==> src/rtl/mips_multicycle_ctrl_pkg.sv <==
// Shared definitions for the MIPS multicycle control unit: FSM states,
// opcode/funct encodings and ALU operation codes.
package mips_ctrl_pkg;

  typedef enum logic [3:0] {
    S_FETCH  = 4'd0,
    S_DECODE = 4'd1,
    S_MEMADR = 4'd2,
    S_MEMRD  = 4'd3,
    S_MEMWB  = 4'd4,
    S_MEMWR  = 4'd5,
    S_RTYPE  = 4'd6,
    S_ALUWB  = 4'd7,
    S_IMMEX  = 4'd8,
    S_IMMWB  = 4'd9,
    S_BRANCH = 4'd10,
    S_JUMP   = 4'd11,
    S_TRAP   = 4'd12
  } state_t;

  localparam logic [5:0] OP_RTYPE = 6'b000000;
  localparam logic [5:0] OP_LW    = 6'b100011;
  localparam logic [5:0] OP_SW    = 6'b101011;
  localparam logic [5:0] OP_ADDI  = 6'b001000;
  localparam logic [5:0] OP_ANDI  = 6'b001100;
  localparam logic [5:0] OP_ORI   = 6'b001101;
  localparam logic [5:0] OP_SLTI  = 6'b001010;
  localparam logic [5:0] OP_BEQ   = 6'b000100;
  localparam logic [5:0] OP_BNE   = 6'b000101;
  localparam logic [5:0] OP_J     = 6'b000010;

  localparam logic [5:0] FN_ADD = 6'b100000;
  localparam logic [5:0] FN_SUB = 6'b100010;
  localparam logic [5:0] FN_AND = 6'b100100;
  localparam logic [5:0] FN_OR  = 6'b100101;
  localparam logic [5:0] FN_NOR = 6'b100111;
  localparam logic [5:0] FN_SLT = 6'b101010;

  localparam logic [2:0] ALU_ADD = 3'b000;
  localparam logic [2:0] ALU_SUB = 3'b001;
  localparam logic [2:0] ALU_AND = 3'b010;
  localparam logic [2:0] ALU_OR  = 3'b011;
  localparam logic [2:0] ALU_SLT = 3'b101;
  localparam logic [2:0] ALU_NOR = 3'b110;

endpackage

==> src/rtl/mips_multicycle_ctrl_if.sv <==
// Shared instruction/data memory handshake between control unit and memory.
interface mips_multicycle_ctrl_if;
  logic mem_req;
  logic iord;
  logic memwrite;
  logic mem_ready;

  modport master (output mem_req, iord, memwrite, input mem_ready);
  modport slave  (input mem_req, iord, memwrite, output mem_ready);
endinterface

==> src/rtl/mips_multicycle_ctrl_alu_decoder.sv <==
// Combinational ALU operation decode: R-type funct code with legality flag,
// and I-type opcode code.
module mips_alu_decoder
  import mips_ctrl_pkg::*;
(
  input  logic [5:0] opcode,
  input  logic [5:0] funct,
  output logic [2:0] alu_r,
  output logic       r_legal,
  output logic [2:0] alu_i
);

  always_comb begin
    alu_r   = ALU_ADD;
    r_legal = 1'b1;
    case (funct)
      FN_ADD:  alu_r = ALU_ADD;
      FN_SUB:  alu_r = ALU_SUB;
      FN_AND:  alu_r = ALU_AND;
      FN_OR:   alu_r = ALU_OR;
      FN_NOR:  alu_r = ALU_NOR;
      FN_SLT:  alu_r = ALU_SLT;
      default: r_legal = 1'b0;
    endcase
  end

  always_comb begin
    alu_i = ALU_ADD;
    case (opcode)
      OP_ANDI: alu_i = ALU_AND;
      OP_ORI:  alu_i = ALU_OR;
      OP_SLTI: alu_i = ALU_SLT;
      default: alu_i = ALU_ADD;
    endcase
  end

endmodule

==> src/rtl/mips_multicycle_ctrl.sv <==
// Multicycle MIPS control FSM with retired-instruction counter.
// Define MC_TRAP_EN to route illegal instructions through a one-cycle trap.
module mips_multicycle_ctrl
  import mips_ctrl_pkg::*;
#(
  parameter int unsigned ACTRL_W = 3,
  parameter int unsigned CNT_W   = 32
) (
  input  logic                clk,
  input  logic                rst_n,
  input  logic [5:0]          opcode,
  input  logic [5:0]          funct,
  input  logic                zero,
  mips_multicycle_ctrl_if.master mem,
  output logic                irwrite,
  output logic                regdst,
  output logic                memtoreg,
  output logic                regwrite,
  output logic                alusrca,
  output logic [1:0]          alusrcb,
  output logic [ACTRL_W-1:0]  aluctrl,
  output logic [1:0]          pcsrc,
  output logic                pcen,
  output logic                illegal,
  output logic [CNT_W-1:0]    instret
);

  state_t     state, next;
  logic       retire;
  logic       mem_req, iord, memwrite;
  logic [2:0] alu_op, alu_r, alu_i;
  logic       r_legal;
  state_t     bad_target;

  mips_alu_decoder u_alu_decoder (
    .opcode  (opcode),
    .funct   (funct),
    .alu_r   (alu_r),
    .r_legal (r_legal),
    .alu_i   (alu_i)
  );

`ifdef MC_TRAP_EN
  assign bad_target = S_TRAP;
`else
  assign bad_target = S_FETCH;
`endif

  always_comb begin
    next     = state;
    retire   = 1'b0;
    mem_req  = 1'b0;
    iord     = 1'b0;
    memwrite = 1'b0;
    irwrite  = 1'b0;
    regdst   = 1'b0;
    memtoreg = 1'b0;
    regwrite = 1'b0;
    alusrca  = 1'b0;
    alusrcb  = 2'b00;
    alu_op   = ALU_ADD;
    pcsrc    = 2'b00;
    pcen     = 1'b0;
    illegal  = 1'b0;
    case (state)
      S_FETCH: begin
        mem_req = 1'b1;
        alusrcb = 2'b01;
        irwrite = mem.mem_ready;
        pcen    = mem.mem_ready;
        if (mem.mem_ready) next = S_DECODE;
      end
      S_DECODE: begin
        alusrcb = 2'b11;
        case (opcode)
          OP_LW, OP_SW:                      next = S_MEMADR;
          OP_RTYPE:                          next = r_legal ? S_RTYPE : bad_target;
          OP_ADDI, OP_ANDI, OP_ORI, OP_SLTI: next = S_IMMEX;
          OP_BEQ, OP_BNE:                    next = S_BRANCH;
          OP_J:                              next = S_JUMP;
          default:                           next = bad_target;
        endcase
      end
      S_MEMADR: begin
        alusrca = 1'b1;
        alusrcb = 2'b10;
        next    = (opcode == OP_SW) ? S_MEMWR : S_MEMRD;
      end
      S_MEMRD: begin
        mem_req = 1'b1;
        iord    = 1'b1;
        if (mem.mem_ready) next = S_MEMWB;
      end
      S_MEMWB: begin
        regwrite = 1'b1;
        memtoreg = 1'b1;
        retire   = 1'b1;
      end
      S_MEMWR: begin
        mem_req  = 1'b1;
        iord     = 1'b1;
        memwrite = 1'b1;
        retire   = mem.mem_ready;
      end
      S_RTYPE: begin
        alusrca = 1'b1;
        alu_op  = alu_r;
        next    = S_ALUWB;
      end
      S_ALUWB: begin
        regwrite = 1'b1;
        regdst   = 1'b1;
        retire   = 1'b1;
      end
      S_IMMEX: begin
        alusrca = 1'b1;
        alusrcb = 2'b10;
        alu_op  = alu_i;
        next    = S_IMMWB;
      end
      S_IMMWB: begin
        regwrite = 1'b1;
        retire   = 1'b1;
      end
      S_BRANCH: begin
        alusrca = 1'b1;
        alu_op  = ALU_SUB;
        pcsrc   = 2'b01;
        pcen    = (opcode == OP_BNE) ? !zero : zero;
        retire  = 1'b1;
      end
      S_JUMP: begin
        pcsrc  = 2'b10;
        pcen   = 1'b1;
        retire = 1'b1;
      end
      S_TRAP: begin
`ifdef MC_TRAP_EN
        illegal = 1'b1;
        pcsrc   = 2'b11;
        pcen    = 1'b1;
`endif
        next = S_FETCH;
      end
      default: next = S_FETCH;
    endcase
    // Every retiring state returns to fetch on its exit edge.
    if (retire) next = S_FETCH;
  end

  always_comb begin
    aluctrl      = '0;
    aluctrl[2:0] = alu_op;
  end

  assign mem.mem_req  = mem_req;
  assign mem.iord     = iord;
  assign mem.memwrite = memwrite;

  always_ff @(posedge clk or negedge rst_n) begin
    if (!rst_n) begin
      state   <= S_FETCH;
      instret <= '0;
    end else begin
      state <= next;
      if (retire) instret <= instret + CNT_W'(1);
    end
  end

endmodule

==> src/flat_wrapper.sv <==
// flat-port wrapper written by rule: the top's interface ports become plain ports
module mips_multicycle_ctrl_flat import mips_ctrl_pkg::*;
#(
  parameter int unsigned ACTRL_W = 3,
  parameter int unsigned CNT_W   = 32
)
  (clk, rst_n, opcode, funct, zero, irwrite, regdst, memtoreg, regwrite, alusrca, alusrcb, aluctrl, pcsrc, pcen, illegal, instret, mem_mem_req, mem_iord, mem_memwrite, mem_mem_ready);
  mips_multicycle_ctrl_if mem_i ();
  input  logic clk;
  input  logic rst_n;
  input  logic [5:0] opcode;
  input  logic [5:0] funct;
  input  logic zero;
  output logic irwrite;
  output logic regdst;
  output logic memtoreg;
  output logic regwrite;
  output logic alusrca;
  output logic [1:0] alusrcb;
  output logic [ACTRL_W-1:0] aluctrl;
  output logic [1:0] pcsrc;
  output logic pcen;
  output logic illegal;
  output logic [CNT_W-1:0] instret;
  output wire logic [$bits(mem_i.mem_req)-1:0] mem_mem_req;
  output wire logic [$bits(mem_i.iord)-1:0] mem_iord;
  output wire logic [$bits(mem_i.memwrite)-1:0] mem_memwrite;
  input wire logic [$bits(mem_i.mem_ready)-1:0] mem_mem_ready;
  assign mem_mem_req = mem_i.mem_req;
  assign mem_iord = mem_i.iord;
  assign mem_memwrite = mem_i.memwrite;
  assign mem_i.mem_ready = mem_mem_ready;
  mips_multicycle_ctrl #(.ACTRL_W(ACTRL_W), .CNT_W(CNT_W)) u_core (.clk(clk), .rst_n(rst_n), .opcode(opcode), .funct(funct), .zero(zero), .mem(mem_i), .irwrite(irwrite), .regdst(regdst), .memtoreg(memtoreg), .regwrite(regwrite), .alusrca(alusrca), .alusrcb(alusrcb), .aluctrl(aluctrl), .pcsrc(pcsrc), .pcen(pcen), .illegal(illegal), .instret(instret));
endmodule
==> config.mk <==
export PLATFORM = sky130hd
export DESIGN_NAME = mips_multicycle_ctrl_flat
export DESIGN_NICKNAME = d
export VERILOG_FILES = /design/src/rtl/mips_multicycle_ctrl_pkg.sv /design/src/rtl/mips_multicycle_ctrl_if.sv /design/src/rtl/mips_multicycle_ctrl_alu_decoder.sv /design/src/rtl/mips_multicycle_ctrl.sv /design/src/flat_wrapper.sv
export SDC_FILE = /design/constraint.sdc
export NUM_CORES = 1
export LEC_CHECK = 0
export ABC_AREA = 1
export BUFFER_PORTS_ARGS = -buffer_cell sky130_fd_sc_hd__buf_4
export CORE_MARGIN = 3
export CORE_UTILIZATION = 25
export CTS_CLUSTER_DIAMETER = 60
export DETAILED_ROUTE_END_ITERATION = 16
export PLACE_DENSITY = 0.43
export REMOVE_ABC_BUFFERS = 1
export SETUP_SLACK_MARGIN = 0.02
export SLEW_MARGIN = 20
export SYNTH_ARGS = -nofsm -noshare
export SYNTH_HDL_FRONTEND = slang
export SYNTH_HIERARCHICAL = 1
export SYNTH_SLANG_ARGS = --single-unit
==> constraint.sdc <==
create_clock -name clk -period 4.3 [get_ports clk]
set_clock_uncertainty 0.15 [all_clocks]
set_input_delay 0.86 -clock clk [delete_from_list [all_inputs] [get_ports clk]]
set_output_delay 0.86 -clock clk [all_outputs]
set_load 0.02 [all_outputs]
== After elaboration in Yosys (flattened, before gate mapping) ==
Cells that the tools add are included.
Word-level totals
  flip-flop bits (word level): 36
  bits in latches: 0
  RAM bits: 0
  ROM bits: 0
  bits of input ports: 16
  output and inout bits: 49
  logic and storage cells: 71
  memories kept: 0
Cells by class
  add/subtract/negate cells: 1
  multiply operators: 0
  div/mod/pow operators: 0
  order comparisons: 0
  equality and inequality tests: 29
  shifts and indexed selects: 0
  multiplexer cells: 24
  bitwise operators: 0
  reduce and logical (&&, ||, !) cells: 15
Operators with widths (count)
  $eq 6x6->1 const B: 8
  $add 32x1->32 const B: 1
  $pmux 4 s7: 1
  $eq 6x4->1 const B: 4
  $pmux 4 s5: 1
  $pmux 3 s3: 2
  $eq 4x3->1 const B: 4
  $eq 4x4->1 const B: 4
  $pmux 3 s5: 1
  $eq 6x3->1 const B: 2
  $mux 4: 3
  $reduce_or 6->1: 2
  $mux 1: 10
  $eq 4x2->1 const B: 2
  $reduce_or 2->1: 4
  $reduce_or 4->1: 2
  $eq 6x2->1 const B: 1
  $logic_not 6->1: 1
  $mux 3: 2
  $ne 3x2->1 const B: 2
  $pmux 2 s3: 1
  $reduce_or 3->1: 2
  $reduce_or 5->1: 1
  $eq 4x1->1 const B: 1
  other kinds (7): 7

== Depth between registers and ports, before layout ==
  word-level depth: 7
  gate-level depth with buffers: 10

== By module ==
The synthesis kept the hierarchy.
Modules (own cells, without submodules)
  mips_multicycle_ctrl: instances 1, cells each 446, area an instance 2746.4 um^2
  mips_alu_decoder: instances 1, cells each 34, area an instance 173.9 um^2

== Least setup slack after synthesis ==
Ideal clock, no wire load.
  path type: input port to output port
  start point: input port opcode[5]
  end point: output port pcen
  arrival time: 1.609 ns
  data required time: 3.290 ns
  path slack: 1.681 ns
  stages on the path: 5
  buffers on the path: 0
  cells stage by stage: nor2_1 -> nand4_1 -> o21bai_1 -> nand3_1 -> nand3b_1
Between the ends
  longest elaborated chain between the ends: 3
RTL lines
  start, declared: RTL line flat_wrapper.sv:11  | input logic [5:0] opcode;
  $eq 6x3->1: RTL line mips_multicycle_ctrl.sv:129  | pcen = (opcode == OP_BNE) ? !zero : zero;
  $mux 1: RTL line mips_multicycle_ctrl.sv:129
  $pmux 1 s3: RTL line mips_multicycle_ctrl.sv:65  | case (state)
  end, declared: RTL line flat_wrapper.sv:22  | output logic pcen;
Every way passes these cells.

== Final worst setup path ==
Ends and elaborated chain as after synthesis.

==> flow_summary.html <==
<table>
<tr><th>Metric</th><th>Value</th></tr>
<tr><th colspan="2">Status</th></tr>
<tr><td>Outcome</td><td>finished clean</td></tr>
<tr><th colspan="2">GRT</th></tr>
<tr><td>Number of global-route vias before repair</td><td>between 2k and 3k</td></tr>
<tr><td>GR Overflow Total</td><td>0</td></tr>
<tr><td>Maximum number of pins on one net before global-route repair</td><td>44</td></tr>
<tr><td>First-pass GRT wire length</td><td>14780 microns</td></tr>
<tr><td>GRT Resource Usage Total</td><td>between 10% and 20%</td></tr>
<tr><td>Initial antenna violation count</td><td>0</td></tr>
<tr><th colspan="2">Synthesis</th></tr>
<tr><td>Post-synthesis share of cell area spent on xor and xnor gates</td><td>roughly 3.0%</td></tr>
<tr><td>Leading post-synthesis cells by cell area</td><td>dfrtp_1, nand2_1, nor2_1, inv_1, nand4_1</td></tr>
<tr><td>Share of async-settable or async-resettable flops after synthesis</td><td>100.0%</td></tr>
<tr><td>Most common library cells after synthesis</td><td>nand2_1, nor2_1, inv_1</td></tr>
<tr><td>Average cell area after synthesis</td><td>6.084 sq um</td></tr>
<tr><td>Flip-flop and latch count after synthesis</td><td>36</td></tr>
<tr><td>Distinct cell type count of the synthesized netlist</td><td>32</td></tr>
<tr><td>Dominant combinational cell family by area after synthesis</td><td>simple AND/OR/NAND/NOR gates</td></tr>
<tr><td>Compound-Gate Fraction of Synth Area</td><td>3.342%</td></tr>
<tr><td>Area share of the leading cell type in the synthesized netlist</td><td>between 30% and 40%</td></tr>
<tr><td>Count of flip-flops with a built-in enable after synthesis</td><td>0</td></tr>
<tr><td>Sequential share of the synthesized area</td><td>a little under a third</td></tr>
<tr><td>Adder and majority cell fraction of the synthesized area</td><td>less than 1%</td></tr>
<tr><td>Cell area after synthesis</td><td>2920 sq um</td></tr>
<tr><td>Multiplexer area fraction after synthesis</td><td>0%</td></tr>
<tr><td>Most numerous cell in the Yosys netlist</td><td>nand2_1</td></tr>
<tr><td>Cell count after synthesis</td><td>480</td></tr>
<tr><td>Cell type with the highest aggregate area in the netlist</td><td>dfrtp_1</td></tr>
<tr><td>Synth warnings</td><td>6</td></tr>
<tr><td>Area share of and/or/nand/nor cells after synthesis</td><td>a little over half</td></tr>
<tr><td>Predominant post-synthesis flop cell</td><td>dfrtp_1</td></tr>
<tr><th colspan="2">Pwr</th></tr>
<tr><td>Leakage power summed over all cells</td><td>about 1.8 nW</td></tr>
<tr><td>Worst IR Drop VDD</td><td>approximately 210 uV</td></tr>
<tr><td>PwrDens</td><td>roughly 350 nW/um^2</td></tr>
<tr><th colspan="2">Layout</th></tr>
<tr><td>Net total in the final layout</td><td>~560</td></tr>
<tr><td>Area growth from synthesis to final layout</td><td>24.85%</td></tr>
<tr><td>Count of non-filler cells in the finished layout</td><td>~680</td></tr>
<tr><td>Antenna diode count</td><td>0</td></tr>
<tr><td>Share of layout cells above drive strength 1</td><td>between 10% and 20%</td></tr>
<tr><th colspan="2">Timing</th></tr>
<tr><td>Maximum operating frequency</td><td>around 340 MHz</td></tr>
<tr><td>Slew of the pin with the lowest slew margin</td><td>0.8214 ns</td></tr>
<tr><td>Time the final worst path needs with I/O delays and setup</td><td>slightly below 3 ns</td></tr>
<tr><td>Relative slew slack</td><td>a little under half</td></tr>
<tr><td>Setup repair after global routing missed its margin</td><td>no</td></tr>
<tr><td>Final Setup Violations</td><td>0</td></tr>
<tr><td>Total negative slack for setup checks</td><td>0 ns</td></tr>
<tr><td>Fraction of the cycle the final worst path needs</td><td>roughly two thirds</td></tr>
<tr><td>Number of pins with negative max-slew slack in the final report</td><td>0</td></tr>
<tr><td>Final hold vios</td><td>0</td></tr>
<tr><th colspan="2">Detailed routing</th></tr>
<tr><td>Detailed-router iteration count before antenna repair</td><td>4</td></tr>
<tr><td>DRC errors left</td><td>0</td></tr>
<tr><td>Total number of vias</td><td>~3.1k</td></tr>
<tr><td>Average wire per standard cell</td><td>13.00 microns</td></tr>
<tr><td>1st-iter DRT viols</td><td>about 150</td></tr>
<tr><td>Aggregate routed wire length</td><td>roughly 9000 microns</td></tr>
<tr><td>Post-detailed-route via-to-cell ratio</td><td>around 4.6</td></tr>
<tr><td>Number of nets still failing antenna checks after routing</td><td>0</td></tr>
<tr><th colspan="2">Hold path</th></tr>
<tr><td>Hold crit path type</td><td>input pin to asynchronous set/reset pin</td></tr>
<tr><th colspan="2">Floorplanning</th></tr>
<tr><td>Die Ht</td><td>114.1 microns</td></tr>
<tr><td>Std-Cell Core Area</td><td>about 11000 sq um</td></tr>
<tr><td>Count of standard-cell rows</td><td>38</td></tr>
<tr><td>Die ar.</td><td>~13000 sq um</td></tr>
<tr><td>Effective utilization at floorplan</td><td>26.25%</td></tr>
<tr><td>Width of the chip</td><td>around 110 microns</td></tr>
<tr><td>I/O pin cnt</td><td>65</td></tr>
<tr><th colspan="2">Setup path</th></tr>
<tr><td>Crit-path max FO</td><td>5</td></tr>
<tr><td>Family with the most delay on the worst path</td><td>simple AND/OR/NAND/NOR gates</td></tr>
<tr><td>Endpoint class of the critical path</td><td>primary output</td></tr>
<tr><td>Register-to-Register Setup Slack</td><td>1.74 ns</td></tr>
<tr><td>Data arrival, critical path</td><td>1.89 ns</td></tr>
<tr><td>Worst Setup Start Kind</td><td>input pin</td></tr>
<tr><td>Category of the most critical setup path</td><td>input pin to primary output</td></tr>
<tr><td>CP peak stage delay</td><td>roughly 0.25 ns</td></tr>
<tr><td>Critical path buffer and inverter count</td><td>2</td></tr>
<tr><td>Required time at the endpoint of the critical path</td><td>around 3.3 ns</td></tr>
<tr><td>Cells along the critical path</td><td>buf_4 &gt; nor2_1 &gt; nand2_1 &gt; nor2_1 &gt; nand4_1 &gt; nand3_1 &gt; nand3b_1 &gt; buf_4</td></tr>
<tr><td>CP max-delay cell</td><td>nor2_1</td></tr>
<tr><th colspan="2">Clock tree</th></tr>
<tr><td>Longest Clk Path Bufs</td><td>2</td></tr>
<tr><td>Number of buffers added to fix hold violations after cts</td><td>0</td></tr>
<tr><td>Worst skew pair latency</td><td>around 0.28 ns</td></tr>
<tr><td>CTS tree</td><td>built</td></tr>
<tr><td>Post CTS Setup Buffer Count</td><td>0</td></tr>
<tr><td>Worst-path clk slew</td><td>~0.06 ns</td></tr>
<tr><td>Root buffer cell</td><td>clkbuf_16</td></tr>
<tr><td># clock sinks</td><td>36</td></tr>
<tr><td>TritonCTS buffer count</td><td>5</td></tr>
<tr><td>H-Tree Level Count</td><td>2</td></tr>
<tr><td>CTS-repair resized insts</td><td>0</td></tr>
<tr><th colspan="2">Job</th></tr>
<tr><td>Max capacitance violation total</td><td>0</td></tr>
<tr><th colspan="2">Placement</th></tr>
<tr><td>GP Congestion</td><td>~0.86</td></tr>
<tr><td>Count of buffers inserted at the top-level ports</td><td>between 60 and 70</td></tr>
<tr><td>Sum of net half-perimeters after detailed placement</td><td>6793 microns</td></tr>
<tr><td>Number of instances in the placed design</td><td>around 670</td></tr>
</table>
-- worst register-to-register path: stages, from the launching register on --
cell and delay [ns]:
dfrtp_1 0.41, inv_1 0.07, nand2_1 0.14, inv_1 0.13, nand2_1 0.63, nand3_4 0.58
nand3b_1 0.26, nand2_1 0.07
-- metal layers --
metal,GRT usage [%],part of all wire [%]
met5,0,0
met2,21.27,45
met3,2.801,5.7
met4,3.405,0.51
met1,20.11,49
-- sequential cells by signal (all words and copies together), names as in the netlist --
name	count
u_core/state	4
u_core/instret	32
-- per-stage QoR --
step / hold slack (ns) / utilization, % / power [mW] / worst slack, ns / instance area, sq um
finish: 0.3921 / 32.77 / 1.294 / 1.399 / 3646
global route: 0.4286 / 32.77 / 1.387 / 1.302 / 3646
CTS: 0.4043 / 32.77 / 1.315 / 1.415 / 3646
floorplan: 0.3406 / - / 0.7280 / 1.681 / 2845
global placement: 0.3807 / 31.40 / 0.9223 / 1.444 / 3493
detailed placement: 0.3912 / 31.40 / 0.9242 / 1.409 / 3493
-- logic make-up after synthesis --
kind of cell	after synthesis
DFF	36
buffers and inverters	64
and+or+nand+nor	354
other	1
xor gates and xnor gates	9
adders and majority gates	1
AOI/OAI and AO/OA	15
-- placed cells by master (no fill, tap or decap), types with 5 or more instances in the layout --
cell / instances
nand3b_1: 8
dfrtp_1: 36
nor2_1: 73
xor2_1: 8
buf_4: 63
clkbuf_16: 5
inv_1: 49
nand2_1: 202
nor2_4: 5
nand4_1: 25
nand3_1: 30
-- layout make-up --
type,count,area [sq um]
repair buffers,63,473.0
multi-input cells,380,1745
fillers,1246,7480
clock buffers,7,152.6
well taps,140,175.2
inverters,53,198.9
flip-flops and latches,36,900.9
-- path summary, 6_finish.rpt --
kind	start	end	cells past startpoint
worst max-delay path	opcode[5]	pcen	8
worst min-delay path	rst_n	u_core/instret[2]	1
worst max register to register	u_core/state[2]	u_core/instret[3]	7
worst min register to register	u_core/instret[9]	u_core/instret[9]	2
max in group asynchronous	rst_n	u_core/instret[14]	1
min in group clk	u_core/instret[9]	u_core/instret[9]	2
-- power by group --
part           internal (mW)  switching [mW]
logic                  0.164           0.334
registers              0.368          0.0459
clock network          0.243           0.138
total                  0.775           0.518
Power figures use the tool's default switching activity.
